## src/rtl/countdown_timer_bcd.sv

```systemverilog
// BCD MM:SS countdown timer: preset load, 1 Hz decrement to 00:00, done pulse and timed alarm level.
// Latency: Q and flags update one CP edge after the LOAD/START/PAUSE/EN cycle that causes them.
// Backpressure: none; EN is a free-running strobe. Optional CDT_AUTO_RELOAD_EN reloads the preset on expiry.
module countdown_timer_bcd #(
    parameter int unsigned ALARM_TICKS = 10
) (
    input  logic       CP,
    input  logic       CR,
    input  logic       EN,
    input  logic       LOAD,
    input  logic       START,
    input  logic       PAUSE,
    input  logic [7:0] PRESET_M,
    input  logic [7:0] PRESET_S,
    output logic [7:0] Q_M,
    output logic [7:0] Q_S,
    output logic       BUSY,
    output logic       DONE_P,
    output logic       ALARM,
    output logic       LOAD_ERR
);

    localparam logic [1:0] IDLE   = 2'd0;
    localparam logic [1:0] RUN    = 2'd1;
    localparam logic [1:0] PAUSED = 2'd2;
    localparam logic [1:0] DONE   = 2'd3;

    localparam logic [7:0] ALARM_LOAD = 8'(ALARM_TICKS);

    logic [1:0] state;
    logic [7:0] presetM;
    logic [7:0] presetS;
    logic [7:0] alarmCnt;
    logic [7:0] decM;
    logic [7:0] decS;
    logic       presetValid;
    logic       qZero;
    logic       nextZero;
    logic       reload;

    assign presetValid = (PRESET_M[7:4] <= 4'd5) && (PRESET_M[3:0] <= 4'd9) &&
                         (PRESET_S[7:4] <= 4'd5) && (PRESET_S[3:0] <= 4'd9);
    assign qZero    = (Q_M == 8'h00) && (Q_S == 8'h00);
    assign nextZero = (decM == 8'h00) && (decS == 8'h00);
    assign BUSY     = (state == RUN);

`ifdef CDT_AUTO_RELOAD_EN
    assign reload = (presetM != 8'h00) || (presetS != 8'h00);
`else
    assign reload = 1'b0;
`endif

    // Borrow chain; only consumed when Q is non-zero, so minute tens never wraps.
    always_comb begin
        decM = Q_M;
        decS = Q_S;
        if (Q_S[3:0] != 4'd0) begin
            decS[3:0] = Q_S[3:0] - 4'd1;
        end else begin
            decS[3:0] = 4'd9;
            if (Q_S[7:4] != 4'd0) begin
                decS[7:4] = Q_S[7:4] - 4'd1;
            end else begin
                decS[7:4] = 4'd5;
                if (Q_M[3:0] != 4'd0) begin
                    decM[3:0] = Q_M[3:0] - 4'd1;
                end else begin
                    decM[3:0] = 4'd9;
                    decM[7:4] = Q_M[7:4] - 4'd1;
                end
            end
        end
    end

    always_ff @(posedge CP) begin
        if (CR) begin
            state    <= IDLE;
            Q_M      <= 8'h00;
            Q_S      <= 8'h00;
            presetM  <= 8'h00;
            presetS  <= 8'h00;
            alarmCnt <= 8'h00;
            DONE_P   <= 1'b0;
            ALARM    <= 1'b0;
            LOAD_ERR <= 1'b0;
        end else begin
            DONE_P   <= 1'b0;
            LOAD_ERR <= 1'b0;
            if (LOAD && (state != RUN)) begin
                if (presetValid) begin
                    Q_M      <= PRESET_M;
                    Q_S      <= PRESET_S;
                    presetM  <= PRESET_M;
                    presetS  <= PRESET_S;
                    state    <= IDLE;
                    ALARM    <= 1'b0;
                    alarmCnt <= 8'h00;
                end else begin
                    LOAD_ERR <= 1'b1;
                end
            end else begin
                case (state)
                    RUN: begin
                        if (PAUSE) begin
                            state <= PAUSED;
                        end else if (EN && !qZero) begin
                            if (nextZero) DONE_P <= 1'b1;
                            if (nextZero && reload) begin
                                Q_M <= presetM;
                                Q_S <= presetS;
                            end else begin
                                Q_M <= decM;
                                Q_S <= decS;
                                if (nextZero) begin
                                    ALARM    <= 1'b1;
                                    alarmCnt <= ALARM_LOAD;
                                    state    <= DONE;
                                end
                            end
                        end
                    end
                    IDLE, PAUSED: begin
                        if (!PAUSE && START && !qZero) state <= RUN;
                    end
                    DONE: begin
                        if (EN) begin
                            alarmCnt <= alarmCnt - 8'd1;
                            if (alarmCnt <= 8'd1) begin
                                ALARM <= 1'b0;
                                state <= IDLE;
                            end
                        end
                    end
                    default: state <= IDLE;
                endcase
            end
        end
    end

endmodule

```

## config.mk

```make
export PLATFORM = sky130hd
export DESIGN_NAME = countdown_timer_bcd
export DESIGN_NICKNAME = d
export VERILOG_FILES = /design/src/rtl/countdown_timer_bcd.sv
export SDC_FILE = /design/constraint.sdc
export NUM_CORES = 1
export LEC_CHECK = 0
export ABC_CLOCK_PERIOD_IN_PS = 4200
export CORE_MARGIN = 4
export CORE_UTILIZATION = 55
export DETAILED_ROUTE_END_ITERATION = 8
export PLACE_DENSITY = 0.94
export SYNTH_ARGS = -nofsm -noshare
export SYNTH_HDL_FRONTEND = slang
export SYNTH_SLANG_ARGS = --single-unit
```

## constraint.sdc

```tcl
create_clock -name CP -period 4.2 [get_ports CP]
set_input_delay 0.84 -clock CP [delete_from_list [all_inputs] [get_ports CP]]
set_output_delay 0.84 -clock CP [all_outputs]
set_load 0.1 [all_outputs]
```

# Word level (Yosys, flattened, before mapping)
# Cells that the tools add are included.
dict set report classes {
  add_sub_neg 5
  bitwise_logic 3
  n_reduce_logical 29
  magnitude_cmp 5
  n_eq_ne 14
  muxes 43
}
# op n
set ops {}
lappend ops {{8-bit 2-to-1 mux} 18}
lappend ops {{8-bit zero test} 4}
lappend ops {{4-bit 2-to-1 mux} 5}
lappend ops {{2-bit 2-to-1 mux} 8}
lappend ops {{8-bit one-hot mux with 2 select lines} 1}
lappend ops {{4-bit by 1-bit subtractor with 4-bit output, second input constant} 4}
lappend ops {{6-bit AND reduction} 2}
lappend ops {{4-bit nonzero test} 3}
lappend ops {{1-bit logical AND} 9}
lappend ops {{1-bit 2-to-1 mux} 9}
lappend ops {{3-bit inequality test, second input constant} 3}
lappend ops {{4-bit by 3-bit <= comparator with 1-bit output, second input constant} 2}
lappend ops {{4-bit <= comparator, second input constant} 2}
lappend ops {{8-bit by 1-bit <= comparator with 1-bit output, second input constant} 1}
lappend ops {{4-bit by 2-bit inequality test with 1-bit output, second input constant} 2}
lappend ops {{8-bit by 1-bit subtractor with 8-bit output, second input constant} 1}
lappend ops {{7-bit AND reduction} 1}
lappend ops {{3-bit by 1-bit inequality test with 1-bit output, second input constant} 2}
lappend ops {{2-bit one-hot mux with 3 select lines} 1}
lappend ops {{5-bit OR reduction} 1}
lappend ops {{2-bit == test, second input constant} 2}
lappend ops {{2-bit by 1-bit inequality test with 1-bit output, second input constant} 2}
lappend ops {{4-bit AND reduction} 1}
lappend ops {{2-bit nonzero test} 2}
lappend ops {{other kinds (9)} 13}
dict set report totals {
  in_bits 22
  out_inout_bits 20
  elab_cells 106
  regBits 29
}

# Depth between registers and ports, before layout
dict set report depth {
  depth_word 11
  depth_mapped 10
  ltp_nobuf 8
}

# Worst setup path before layout
# Ideal clock, no wire load.
dict set report synth_path {
  path_type {reg2reg}
  from {register Q_M[0]}
  to {register Q_M[2]}
  setup_ns 0.070
  slack_ns 1.350
  stages_incl_launch_ff 10
  t_arrival_ns 2.779
  synth_period_minus_slack_ns 2.850
  t_required_ns 4.130
  n_path_buf 1
  cell_sequence {dfxtp_1 > inv_1 > ha_1 > nor3b_2 > nand4_1 > nand3_2 > and2_1 > buf_4 > or3_1 > a21oi_1}
}
dict set report synth_via {
  elab_chain_cells 8
  word_cells_on_any_way 15
  cone_classes {add/sub (1); mux (7); reduce/logical (7)}
}
# item line_no
set synth_rtl {}
lappend synth_rtl {{start, declared} 15} ;# output logic [7:0] Q_M,
lappend synth_rtl {{start signal, assigned} 109} ;# Q_M <= presetM;
lappend synth_rtl {{start signal, assigned} 112} ;# Q_M <= decM;
lappend synth_rtl {{4-bit by 1-bit subtractor with 4-bit output or 4-bit nonzero test (tied branches)} {66, 65}}
lappend synth_rtl {{4-bit 2-to-1 mux} 65} ;# if (Q_M[3:0] != 4'd0) begin
lappend synth_rtl {{8-bit 2-to-1 mux} 61} ;# if (Q_S[7:4] != 4'd0) begin
lappend synth_rtl {{8-bit 2-to-1 mux} 57} ;# if (Q_S[3:0] != 4'd0) begin
lappend synth_rtl {{8-bit 2-to-1 mux} 106} ;# end else if (EN && !qZero) begin
lappend synth_rtl {{8-bit 2-to-1 mux} 104} ;# if (PAUSE) begin
lappend synth_rtl {{8-bit 2-to-1 mux} 102} ;# case (state)
lappend synth_rtl {{8-bit 2-to-1 mux} 89} ;# if (LOAD && (state != RUN)) begin
# Parallel ways exist; a longest one is shown, timed or not. The select of a mux whose other input is x is not followed.
# A chain may end at the register's enable or synchronous reset.

# Worst setup path after layout
dict set report layout_path {
  from {register state[0]}
  to {output BUSY}
}
dict set report layout_via {
  elab_chain_cells 1
}
# item line_no
set layout_rtl {}
lappend layout_rtl {{start, declared} 30} ;# logic [1:0] state;
lappend layout_rtl {{start signal, assigned} 77} ;# state <= IDLE;
lappend layout_rtl {{start signal, assigned} 95} ;# state <= IDLE;
lappend layout_rtl {{start signal, assigned} 105} ;# state <= PAUSED;
lappend layout_rtl {{2-bit by 1-bit == test with 1-bit output} 45} ;# assign BUSY = (state == RUN);
lappend layout_rtl {{end, declared} 17} ;# output logic BUSY,
# Every way passes these cells.

==> flow_summary.yaml <==
die:
  io_pins: 42
  rows: 21
  core_area_um2: 3360
  die_w_um: 67.3
  initial_utilization_pct: 57.6
  die_area_um2: 4530
  die_y_um: 67.3
clock_tree:
  insertion_delay_ns: 0.34
  root_buffer: "clkbuf_4"
  ctsHoldBuffers: 0
  clkTransAtPathRegs_ns: 0.09
  cts_resized: 0
  htree_levels: 2
  clockBufferDepth: 2
  clock-sinks: 29
  cts_inserted_buffers: 5
  cts_tree: "yes"
  post_cts_buffers: 0
power:
  combPwrFrac_pct: 25.5
  total_leakage_power_uw: 0.000890
  p_int_uw: 468
  p_seq_share_pct: 41.9
  clockPowerShare_pct: 32.6
  switchingPower_uw: 223
  ir_worst_vdd_uv: 223
  power.density_nw_per_um2: 283
  switching_share_pct: 32.3
yosys:
  yosysMostFrequentCell: "nand2_1"
  synth-xor-area-share_pct: 0.904
  ys_warn_count: 0
  synth_mux_area_share_pct: 1.03
  ys_seq_area_share_pct: 30.0
  yosys.area_share.simple_pct: 31.7
  synth_fa_ha_area_share_pct: 3.88
  synth_cell_types: 62
  synth_top_area_share_pct: 30.0
  ys_ff_latch: 29
  synth_edf_count: 0
  async_reset_ff_share_pct: 0
  synthCells: 250
  synth_nets: 278
  post_synth.cell_area_avg_um2: 7.75
  synth_top_family_by_area: "simple AND/OR/NAND/NOR gates"
  synth_compound_area_share_pct: 27.5
  synthTopCellsByArea: "dfxtp_1, nand2_1, a21oi_1"
  synth_common_cells: "nand2_1, dfxtp_1, a21oi_1"
  synth_flop_cell: "dfxtp_1"
  synth_top_area_cell: "dfxtp_1"
  synthesis.area_um2: 1940
timing:
  hold_violations: 0
  fin_crit_ns: 3.05
  final.period_utilization_pct: 72.5
  finalClockSkew_ns: 0.00440
  relSlewSlack_pct: 34.1
  setup_tns_ns: 0
  setup_viol_count_final: 0
  rsz0062_at_grt: "no"
  max_freq_mhz: 328
  holdWs_ns: 0.531
  slew_violations: 0
  setup_slack_ns: 1.15
  tightest_slew_ns: 0.985
global_routing:
  grt_max_degree: 27
  first_global_vias: 1896
  overflow: 0
  grt_pass1_wl_um: 8970
  antenna_found_initial: 0
  grt_use_total_pct: 25.9
drt:
  vias_per_cell: 6.30
  vias: 2112
  firstDrtPassIters: 6
  ant_nets: 0
  wl_per_cell_um: 16.4
  drc_errors: 0
  drt-initial-drc-count: 172
  totalWireLength_um: 5480
critical_path:
  rr_worst_depth: 8
  endpoint_kind: "primary output"
  critical_path_class: "reg -> out"
  cp_max_fo: 6
  path_buf_inv: 2
  slowest_delay_ns: 1.15
  critPathLaunch: "state[0]"
  r2r_start: "Q_M[0]"
  start_kind: "flip-flop"
  critPathTopFamily: "buffers and inverters"
  cp_num_cells: 3
  reg2reg_setup_slack_ns: 1.47
  cp.arrival_ns: 2.21
  reg2reg_to: "Q_M[4]"
  endpoint: "BUSY"
  crit_slowest_cell: "clkdlybuf4s50_1"
  critPathRequiredTime_ns: 3.36
  path_cells: "nand2b_1, inv_1, clkdlybuf4s50_1"
final_layout:
  antenna_cells: 0
  fin_area_um2: 2440
  fill_cells: 276
  area_growth_pct: 26.1
  finalNetCount: 317
  multiInputGateArea_um2: 1260
  layout-drive-gt1-share_pct: 7.96
  seq_area_um2: 581
run:
  cap_violations: 0
outcome:
  status: "finished clean"
placed_design:
  gp_congestion: 0.873
  pre_cts_slack_ns: 0.950
  hpwlAfterDp_um: 3850
  place_area_um2: 2370
  io_buffer_count: 41
hold_path:
  hold_path_class: "reg -> reg"
[cell usage in the layout (no fill, tap or decap), types with 2 or more instances in the layout]
cell type | synthesis | routed
or2_2 | 2 | 2
ha_1 | 6 | 6
nand3_1 | 4 | 4
nor3b_1 | 2 | 2
and2_1 | 5 | 5
nor4b_1 | 2 | 2
a31oi_1 | 3 | 3
o211ai_1 | 4 | 4
nand4b_1 | 2 | 2
nand2_1 | 30 | 30
clkdlybuf4s50_1 | 0 | 41
a311oi_1 | 3 | 3
a21boi_0 | 2 | 2
a211oi_1 | 6 | 6
o32ai_1 | 4 | 4
o21a_1 | 3 | 3
nand4_1 | 5 | 5
or3_1 | 2 | 2
nor2b_1 | 4 | 4
a31o_1 | 3 | 3
dfxtp_1 | 29 | 29
a22oi_1 | 2 | 2
o21ai_1 | 2 | 2
nor2_1 | 21 | 21
a41o_1 | 2 | 2
inv_1 | 10 | 10
clkbuf_4 | 1 | 5
nor3_1 | 10 | 10
o22ai_1 | 2 | 2
a21oi_1 | 22 | 22
o21ai_0 | 9 | 9
and3_1 | 3 | 3
nor4_1 | 4 | 4
mux2i_1 | 2 | 2
o31ai_1 | 3 | 3
buf_4 | 2 | 3
[kinds of logic (layout without fill, tap and decap cells)]
family,Yosys count,after routing
flip-flops,29,29
AO/OA/AOI/OAI,78,78
AND/OR/NAND/NOR,110,110
adder cells (fa/ha/maj),6,6
multiplexers,2,2
buffers and inverters,23,62
XOR/XNOR,2,2
[power groups by stage]
stage | clock network, uW | registers [uW] | logic, uW
5_1_grt | 239 | 291 | 190
3_3_place_gp | 0 | 295 | 169
2_1_floorplan | 0 | 322 | 94.6
6_report | 226 | 290 | 176
3_5_place_dp | 0 | 296 | 172
4_1_cts | 229 | 289 | 173
[worst min path at each step]
| stage | cells past startpoint | to | from |
|---|---|---|---|
| after floorplan | 2 | state[1] | state[1] |
| after CTS | 2 | Q_S[7] | Q_S[7] |
| final | 2 | Q_S[7] | Q_S[7] |
| after global placement | 2 | Q_S[7] | Q_S[7] |
| after global routing | 2 | Q_S[7] | Q_S[7] |
| after detailed placement | 2 | Q_S[7] | Q_S[7] |
[registers in the layout, summed over array words and instances (netlist names)]
register / count
ALARM: 1
alarmCnt: 8
Q_M: 8
DONE_P: 1
Q_S: 8
LOAD_ERR: 1
state: 2
[routing by layer]
layer / track usage (%) / vias up / wire length [um]
met4: 13.2 / 0 / 164
met1: 32.2 / 966 / 2340
met3: 5.99 / 20 / 441
li1: - / 1012 / -
met2: 41.6 / 114 / 2530
met5: 0 / - / 0
[worst min-delay path: cells and delay by family, from the launching register on]
kind | cells | cell delay [ns]
compound gates | 1 | 0.04
flops | 1 | 0.38
simple gates | 1 | 0.08
[per-stage QoR]
| step | cells | power [uW] | utilization, % |
|---|---|---|---|
| 2_1_floorplan | 250 | 416 | - |
| 3_3_place_gp | 328 | 465 | 70.5 |
| 3_5_place_dp | 328 | 468 | 70.5 |
| 4_1_cts | 335 | 692 | 72.6 |
| 5_1_grt | 335 | 719 | 72.6 |
| 6_report | 335 | 691 | 72.6 |
[area by class of cell]
type                    instances  area share [%]
repair buffers                 44            17.7
multi-input cells             198            51.5
clock inverters                 2            1.43
inverters                      11            1.69
clock buffers                   5            1.54
well taps                      46            2.36
flip-flops and latches         29            23.8
Power figures use the tool's default switching activity.
